### config.mk
export PLATFORM = sky130hd
export DESIGN_NAME = mul_seq
export DESIGN_NICKNAME = d
export VERILOG_FILES = /design/src/rtl/mul_seq.sv
export SDC_FILE = /design/constraint.sdc
export NUM_CORES = 1
export LEC_CHECK = 0
export ABC_AREA = 1
export BUFFER_PORTS_ARGS = -buffer_cell sky130_fd_sc_hd__buf_2
export CORE_MARGIN = 4
export CORE_UTILIZATION = 55
export DETAILED_ROUTE_END_ITERATION = 16
export GPL_TIMING_DRIVEN = 0
export PLACE_DENSITY = 0.74
export SYNTH_ARGS = -nofsm -noshare
export SYNTH_HDL_FRONTEND = slang
export SYNTH_SLANG_ARGS = --single-unit
### constraint.sdc
create_clock -name clk -period 7.5 [get_ports clk]
set_clock_uncertainty 0.15 [all_clocks]
set_input_delay 1.125 -clock clk [delete_from_list [all_inputs] [get_ports clk]]
set_output_delay 1.125 -clock clk [all_outputs]
set_load 0.01 [all_outputs]
### src/rtl/mul_seq.sv
// Sequential 32x32->64 long multiplier (UMULL/UMLAL/SMULL/SMLAL) with register-file write-back.
// Define MUL_SEQ_EARLY_TERM_EN to stop the shift-add loop once the remaining multiplier bits are zero.
module mul_seq (
  input  logic        clk,
  input  logic        reset,
  input  logic        Start,
  input  logic        Signed,
  input  logic        Accumulate,
  input  logic        SetFlags,
  input  logic [31:0] SrcA,
  input  logic [31:0] SrcB,
  input  logic [31:0] AccHi,
  input  logic [31:0] AccLo,
  input  logic [3:0]  RdLo,
  input  logic [3:0]  RdHi,
  input  logic        Flush,
  output logic        Busy,
  output logic        WE3,
  output logic [3:0]  WA3,
  output logic [31:0] WD3,
  output logic        Done,
  output logic        FlagWrite,
  output logic [1:0]  NZ
);

  localparam int unsigned W  = 32;
  localparam int unsigned W2 = 2 * W;

  typedef enum logic [1:0] {
    IDLE = 2'd0,
    MUL  = 2'd1,
    WRLO = 2'd2,
    WRHI = 2'd3
  } state_t;

  state_t state_q, state_n;

  logic [W2-1:0] ma_q;
  logic [W-1:0]  mb_q;
  logic [W2-1:0] prod_q;
  logic [W2-1:0] acc_q;
  logic [W2-1:0] result_q;
  logic          neg_q;
  logic          accum_q;
  logic          setf_q;
  logic [3:0]    rdlo_q;
  logic [3:0]    rdhi_q;

  logic [W-1:0]  mag_a_c;
  logic [W-1:0]  mag_b_c;
  logic [W2-1:0] prod_step_c;
  logic [W2-1:0] prod_fix_c;
  logic [W2-1:0] res_c;
  logic          start_c;
  logic          last_step_c;

  // Operand magnitudes; 0x80000000 negates to itself, which is the correct unsigned magnitude.
  assign mag_a_c = (Signed && SrcA[W-1]) ? W'(~SrcA + W'(1)) : SrcA;
  assign mag_b_c = (Signed && SrcB[W-1]) ? W'(~SrcB + W'(1)) : SrcB;
  assign start_c = (state_q == IDLE) && Start && !Flush;

  // One radix-2 step, then sign fix-up and accumulate for the final step.
  assign prod_step_c = prod_q + (mb_q[0] ? ma_q : W2'(0));
  assign prod_fix_c  = neg_q ? W2'(~prod_step_c + W2'(1)) : prod_step_c;
  assign res_c       = prod_fix_c + (accum_q ? acc_q : W2'(0));

`ifdef MUL_SEQ_EARLY_TERM_EN
  assign last_step_c = (mb_q[W-1:1] == (W-1)'(0));
`else
  localparam int unsigned CW = $clog2(W);
  logic [CW-1:0] cnt_q;

  assign last_step_c = (cnt_q == CW'(W - 1));

  always_ff @(posedge clk or negedge reset) begin
    if (!reset)              cnt_q <= '0;
    else if (start_c)        cnt_q <= '0;
    else if (state_q == MUL) cnt_q <= cnt_q + CW'(1);
  end
`endif

  // State register
  always_ff @(posedge clk or negedge reset) begin
    if (!reset) state_q <= IDLE;
    else        state_q <= state_n;
  end

  // Next-state logic; Flush wins over everything including Start
  always_comb begin
    state_n = state_q;
    if (Flush) begin
      state_n = IDLE;
    end else begin
      case (state_q)
        IDLE:    if (Start) state_n = MUL;
        MUL:     if (last_step_c) state_n = WRLO;
        WRLO:    state_n = WRHI;
        WRHI:    state_n = IDLE;
        default: state_n = IDLE;
      endcase
    end
  end

  // Operand capture and shift-add datapath
  always_ff @(posedge clk or negedge reset) begin
    if (!reset) begin
      ma_q     <= '0;
      mb_q     <= '0;
      prod_q   <= '0;
      acc_q    <= '0;
      result_q <= '0;
      neg_q    <= 1'b0;
      accum_q  <= 1'b0;
      setf_q   <= 1'b0;
      rdlo_q   <= '0;
      rdhi_q   <= '0;
    end else if (start_c) begin
      ma_q    <= W2'(mag_a_c);
      mb_q    <= mag_b_c;
      prod_q  <= '0;
      acc_q   <= {AccHi, AccLo};
      neg_q   <= Signed && (SrcA[W-1] ^ SrcB[W-1]);
      accum_q <= Accumulate;
      setf_q  <= SetFlags;
      rdlo_q  <= RdLo;
      rdhi_q  <= RdHi;
    end else if (state_q == MUL) begin
      prod_q <= prod_step_c;
      ma_q   <= ma_q << 1;
      mb_q   <= mb_q >> 1;
      if (last_step_c) result_q <= res_c;
    end
  end

  // Registered outputs, decoded from the state being entered
  always_ff @(posedge clk or negedge reset) begin
    if (!reset) begin
      Busy      <= 1'b0;
      WE3       <= 1'b0;
      WA3       <= '0;
      WD3       <= '0;
      Done      <= 1'b0;
      FlagWrite <= 1'b0;
      NZ        <= '0;
    end else begin
      Busy      <= (state_n != IDLE);
      WE3       <= 1'b0;
      WA3       <= '0;
      WD3       <= '0;
      Done      <= 1'b0;
      FlagWrite <= 1'b0;
      if (state_n == WRLO) begin
        WE3 <= 1'b1;
        WA3 <= rdlo_q;
        WD3 <= res_c[W-1:0];
      end
      if (state_n == WRHI) begin
        WE3       <= 1'b1;
        WA3       <= rdhi_q;
        WD3       <= result_q[W2-1:W];
        Done      <= 1'b1;
        FlagWrite <= setf_q;
        NZ        <= {result_q[W2-1], (result_q == W2'(0))};
      end
    end
  end

endmodule

==> results of run 1 <==
worst max path at each step:
stage | startpoint | endpoint | slack (ps) | depth (start not counted)
global placement | reset | FlagWrite | -1710 | 1
CTS | mb_q[0] | result_q[61] | 60 | 39
detailed placement | mb_q[0] | result_q[61] | -210 | 39
floorplan | mb_q[0] | result_q[61] | 2250 | 37
finish | mb_q[0] | result_q[61] | 330 | 38
global route | mb_q[0] | result_q[61] | 4 | 38
worst register-to-register path, delay by kind of cell, from the launching register on:
kind	cells	cell delay, ps
AND/OR/NAND/NOR	26	3600
adder cells (fa/ha/maj)	3	930
buffers and inverters	6	870
AO/OA/AOI/OAI	2	640
flip-flops	1	590
XOR/XNOR	1	250
state kept, by name, indices dropped and copies added (netlist names):
signal / flops
setf_q: 1
NZ: 2
WE3: 1
Busy: 1
WD3: 32
WA3: 4
mb_q: 32
acc_q: 64
accum_q: 1
FlagWrite: 1
rdhi_q: 4
state_q: 2
rdlo_q: 4
result_q: 64
prod_q: 64
ma_q: 64
Done: 1
cnt_q: 5
neg_q: 1
layout make-up:
cell class / count / area [um2]
inverters: 800 / 3000
fillers: 4962 / 18400
flip-flops and latches: 348 / 8710
plain buffers: 107 / 414
well taps: 664 / 831
clock buffers: 58 / 1170
clock inverters: 15 / 240
multi-input cells: 3101 / 15500
repair buffers: 188 / 1020
diodes: 1 / 2.50
synthesized netlist by cell type (all sizes together), types with 2 or more instances:
cell | number | area share
nor3 | 47 | 0.0096
dfrtp | 348 | 0.32
nor4 | 30 | 0.0068
xor2 | 88 | 0.028
nor2 | 336 | 0.048
o22ai | 54 | 0.012
clkinv | 2 | 0.00027
clkbuf | 95 | 0.013
o221ai | 40 | 0.013
a21o | 5 | 0.0014
o31ai | 3 | 0.00081
o21bai | 10 | 0.0027
o21ai | 261 | 0.048
nor3b | 2 | 0.00054
inv | 798 | 0.11
nand3b | 21 | 0.0057
a21oi | 175 | 0.032
fa | 2 | 0.0014
nand2 | 1531 | 0.21
and3 | 3 | 0.00068
xnor2 | 36 | 0.012
a31oi | 28 | 0.0063
nand4 | 37 | 0.0086
o211ai | 22 | 0.0060
a22o | 9 | 0.0029
a21boi | 2 | 0.00054
ha | 131 | 0.059
o21a | 4 | 0.0011
or2 | 19 | 0.0043
nand3 | 198 | 0.037
buf | 13 | 0.0021
power groups by stage:
stage | sequential (mW) | combinational, mW | clock [mW]
after floorplan | 2.28 | 3.20 | 0
after global placement | 2.33 | 4.48 | 0
after detailed placement | 2.33 | 4.51 | 0
after CTS | 2.30 | 4.53 | 2.15
after global routing | 2.34 | 5.08 | 2.22
final | 2.32 | 4.58 | 2.13
metal layers:
| metal | vias to the layer above | global-route usage | wire, um |
|---|---|---|---|
| met5 | - | 0 | 0 |
| met4 | 0 | 0.116 | 3560 |
| met3 | 169 | 0.0646 | 8750 |
| met2 | 1198 | 0.546 | 41400 |
| met1 | 13300 | 0.511 | 43100 |
| li1 | 14200 | - | - |
layout by cell type (no fill, tap or decap), types with 42 or more instances in the layout:
cell / instances
clkbuf_1: 103
inv_1: 777
o21ai_0: 254
nand3_1: 189
nor2_1: 310
ha_1: 131
dfrtp_1: 347
a21oi_1: 174
buf_2: 184
nand2_1: 1510
clkbuf_16: 42
xor2_1: 88
o22ai_1: 54
kinds of logic after synthesis:
group / count (synthesis)
AO/OA/AOI/OAI: 619
flip-flops: 348
AND/OR/NAND/NOR: 2225
adder cells (fa/ha/maj): 133
buffers and inverters: 908
XOR/XNOR: 124
through the flow:
step	setup WS, ps	cells
finish	331	5282
global route	3.73	5281
CTS	62.5	5281
detailed placement	-206	5208
global placement	-1710	5205
floorplan	2250	4357
what timing repair did:
item	CTS	global route
resized for setup	1	4
endpoints found under the setup margin	8	26
pin swaps	0	1
setup buffers	0	1
cloned	0	0
==> results.py, run 1 <==
metrics = {
    "run_status": {
        "outcome": "finished clean",
    },
    "route": {
        "vias": 28800,
        "drt-vias-per-instance": 5.45,
        "wl_um": 96800,
        "dr.pass1.iters": 7,
        "detail-route-antenna-nets": 0,
        "initialDrtViolationCount": 2779,
        "avgRoutedWirePerCell_um": 18.3,
        "drcViolationCount": 0,
    },
    "critical_path": {
        "cp-end-kind": "flop",
        "critPathLaunchType": "flop",
        "crit_type": "reg2reg",
        "r2r-end": "result_q[61]",
        "crit_buf_inv": 6,
        "ff2ff_setup_slack_ps": 330,
        "cpPeakStageDelay_ps": 590,
        "r2r_start": "mb_q[0]",
        "crit_fanout": 11,
        "critPathSlowestCell": "dfrtp_2",
        "cp_top_family": "simple AND/OR/NAND/NOR gates",
        "crit_required_ps": 7820,
        "reg2regPathDepth": 38,
        "path_common_cell": "nand2_1",
        "cp.arrival_ps": 7490,
    },
    "timing": {
        "finalHoldViolCount": 0,
        "fin_crit_ps": 7170,
        "worstMarginPinSlew_ps": 1330,
        "rsz0062_at_grt": "no",
        "tns_ps": 0,
        "relSlewSlack": 0.110,
        "finalSetupViolations": 0,
        "fmax_mhz": 139,
        "whs_ps": 196,
        "timing.final.crit_share": 0.956,
        "maxSlewViolCount": 0,
    },
    "clock_network": {
        "cts.clk_slew.worst_paths_ps": 70,
        "numCtsBuffers": 41,
        "cts_tree": "yes",
        "clock_path_buffers": 3,
        "postCtsHoldBufs": 0,
        "cts_sinks": 348,
        "worstSkewPairLatency_ps": 590,
        "htreeDepth": 2,
        "cts_root_buffer": "clkbuf_16",
    },
    "floorplanning": {
        "die-area_um2": 53900,
        "io_pins": 185,
        "start_util": 0.560,
        "fp.dieH_um": 232,
        "core-area_um2": 49400,
        "row_count": 81,
        "die_w_um": 232,
    },
    "global_routing": {
        "first_global_vias": 27200,
        "grt_pass1_wl_um": 150000,
        "antenna_found_initial": 0,
        "grt_max_degree": 118,
        "overflow": 0,
        "grt.total_usage": 0.356,
    },
    "power_and_ir_drop": {
        "power.leakage_nw": 17.2,
        "swShare": 0.464,
        "p_comb_frac": 0.508,
        "ir_drop_mv": 0.223,
        "p_clk_frac": 0.236,
        "switchingPower_mw": 4.19,
        "p_per_area_nw_per_um2": 292,
        "total_power_mw": 9.03,
        "seqPwrFrac": 0.256,
        "internal_power_mw": 4.84,
    },
    "final_layout": {
        "finish.utilization": 0.626,
        "drive_gt1_frac": 0.0795,
        "layout.nets": 4863,
        "area_growth_pct": 11.8,
        "fin_area_um2": 30900,
    },
    "synthesis": {
        "synth_cell_types": 51,
        "synth.area.mux_share": 0,
        "ys_ff_latch": 348,
        "syn_area_per_cell_um2": 6.34,
        "syn_inst": 4357,
        "ys.flop_type": "dfrtp_1",
        "syn_area_um2": 27600,
        "synthSimpleGateAreaFrac": 0.332,
        "synthAdderAreaFrac": 0.0607,
        "synth_nets": 4633,
        "yosysSeqAreaShare": 0.315,
        "synth_compound_area_frac": 0.128,
        "synth_enable_flop_cells": 0,
        "synth_xor_area_frac": 0.0404,
        "ys_async_sr_fraction": 1.00,
        "yosys_warnings": 0,
        "synth_top_family_by_area": "simple AND/OR/NAND/NOR gates",
    },
    "hold_path": {
        "hold_path_class": "in2async",
    },
    "job": {
        "drv_cap": 0,
    },
    "placed_design": {
        "port_buffers": 184,
        "dp_hpwl_um": 78800,
        "dpl-instance-area_um2": 29500,
        "place_congestion": 1.01,
    },
}
(Power assumes the default switching activity.)
==> inputs of run 2 (changes only) <==
--- a/config.mk
+++ b/config.mk
@@ -7,6 +7,7 @@
 export LEC_CHECK = 0
 export ABC_AREA = 1
 export BUFFER_PORTS_ARGS = -buffer_cell sky130_fd_sc_hd__buf_2
+export CAP_MARGIN = 5
 export CORE_MARGIN = 4
 export CORE_UTILIZATION = 55
 export DETAILED_ROUTE_END_ITERATION = 16
==> constraint.sdc (replaced) <==
create_clock -name clk -period 7.5 [get_ports clk]
set_clock_uncertainty 0.15 [all_clocks]
set_input_delay 0.375 -clock clk [delete_from_list [all_inputs] [get_ports clk]]
set_output_delay 0.375 -clock clk [all_outputs]
set_load 0.01 [all_outputs]
==> results.py, run 2 (synthesis gave the netlist of run 1 again) <==
metrics = {
    "run_status": {
        "outcome": "finished clean",
    },
    "power_and_ir_drop": {
        "power.leakage_nw": 17.6,
        "p_comb_frac": 0.510,
        "ir_drop_mv": 0.223,
        "total_power_mw": 9.07,
        "swShare": 0.463,
        "p_clk_frac": 0.234,
        "internal_power_mw": 4.87,
        "p_per_area_nw_per_um2": 284,
        "switchingPower_mw": 4.20,
        "seqPwrFrac": 0.255,
    },
    "final_layout": {
        "fin_area_um2": 31900,
        "area_growth_pct": 15.5,
        "finish.utilization": 0.647,
        "final_cell_mix": "1510 x nand2_1, 777 x inv_1, 347 x dfrtp_1, 310 x nor2_1, 254 x o21ai_0",
        "final_common_cell": "nand2_1",
        "drive_gt1_frac": 0.0778,
        "stdcell_count": 5386,
        "layout.nets": 4964,
    },
    "critical_path": {
        "path_common_cell": "nand2_1",
        "crit_required_ps": 7820,
        "cpPeakStageDelay_ps": 590,
        "critPathLaunchType": "flop",
        "crit_type": "reg2reg",
        "cp.arrival_ps": 7430,
        "cp-end-kind": "flop",
        "crit_fanout": 11,
        "critPathSlowestCell": "dfrtp_2",
    },
    "placed_design": {
        "preCtsSetupSlack_ps": -206,
        "dp_hpwl_um": 78800,
        "place_congestion": 1.01,
        "dpl-instance-area_um2": 29500,
        "dp_cells": 5208,
        "port_buffers": 184,
    },
    "timing": {
        "finalHoldViolCount": 0,
        "finalSetupViolations": 0,
        "tns_ps": 0,
        "relSlewSlack": 0.0962,
        "fmax_mhz": 141,
        "timing.final.crit_share": 0.947,
        "fin_crit_ps": 7110,
        "worstMarginPinSlew_ps": 1360,
        "rsz0062_at_grt": "no",
        "maxSlewViolCount": 0,
        "setup_slack_ps": 395,
        "whs_ps": 17.5,
    },
    "floorplanning": {
        "core-area_um2": 49400,
        "fp.dieH_um": 232,
        "die_w_um": 232,
        "die-area_um2": 53900,
        "row_count": 81,
        "start_util": 0.560,
        "io_pins": 185,
    },
    "route": {
        "wl_um": 98900,
        "dr.pass1.iters": 6,
        "initialDrtViolationCount": 2960,
        "wl_met3_um": 9290,
        "avgRoutedWirePerCell_um": 18.4,
        "met1_length_um": 43100,
        "highest_layer": "met4",
        "drcViolationCount": 0,
        "vias": 29400,
        "wl_met2_um": 42900,
        "detail-route-antenna-nets": 0,
        "drt-vias-per-instance": 5.46,
    },
    "clock_network": {
        "cts_sinks": 348,
        "worstSkewPairLatency_ps": 580,
        "cts.clk_slew.worst_paths_ps": 60,
        "cts_root_buffer": "clkbuf_16",
        "cts_tree": "yes",
        "clock_path_buffers": 3,
        "numCtsBuffers": 41,
        "htreeDepth": 2,
    },
    "hold_path": {
        "hold_path_class": "in2reg",
    },
    "global_routing": {
        "grt_max_degree": 118,
        "first_global_vias": 27900,
        "grt.total_usage": 0.364,
        "overflow": 0,
        "antenna_found_initial": 1,
        "grt_pass1_wl_um": 154000,
    },
    "job": {
        "drv_cap": 0,
    },
}
==> run 2: what timing repair did <==
action | CTS | global route
hold buffers | 101 | 0
setup endpoints to repair | 8 | 26
hold endpoints to repair | 338 | 0
buffers inserted | 0 | 1
pin swaps | 0 | 1
resized for setup | 1 | 4
gates cloned | 0 | 0
==> run 2: layer usage <==
| metal | up-vias | track usage |
|---|---|---|
| met4 | 0 | 0.126 |
| met5 | - | 0 |
| met1 | 13500 | 0.516 |
| li1 | 14400 | - |
| met3 | 190 | 0.0646 |
| met2 | 1331 | 0.565 |
==> run 2: power by group through the flow <==
stage | clock [mW] | sequential, mW | combinational [mW]
floorplan | 0 | 2.28 | 3.20
global placement | 0 | 2.33 | 4.48
detailed placement | 0 | 2.33 | 4.51
CTS | 2.15 | 2.30 | 4.58
global route | 2.22 | 2.34 | 5.13
finish | 2.13 | 2.32 | 4.63
==> run 2: final cells by class <==
| class | instances | area (um2) |
|---|---|---|
| well taps | 664 | 831 |
| multi-input cells | 3101 | 15500 |
| clock inverters | 15 | 240 |
| inverters | 800 | 3000 |
| fillers | 4768 | 17400 |
| plain buffers | 107 | 414 |
| clock buffers | 58 | 1170 |
| repair buffers | 289 | 2030 |
| flip-flops and latches | 348 | 8710 |
| diodes | 4 | 10.0 |
==> run 2: final timing paths <==
path                       startpoint           end  slack, ps  cells after the start
max                           mb_q[0]  result_q[61]        390                     38
min reg2reg                     NZ[1]         NZ[1]        330                      2
max reg2reg                   mb_q[0]  result_q[61]        390                     38
max in group asynchronous       reset       WD3[11]       5830                      4
min in group asynchronous       reset      ma_q[51]         40                      2
min                          SrcB[16]      mb_q[16]         20                      3
==> run 2: critical path: cells and delay by family, from the launching register on <==
family | cells | cell delay (ps)
compound gates | 2 | 640
xor+xnor | 1 | 240
fa+ha+maj | 3 | 930
buf+inv | 6 | 850
flops | 1 | 590
simple gates | 26 | 3590
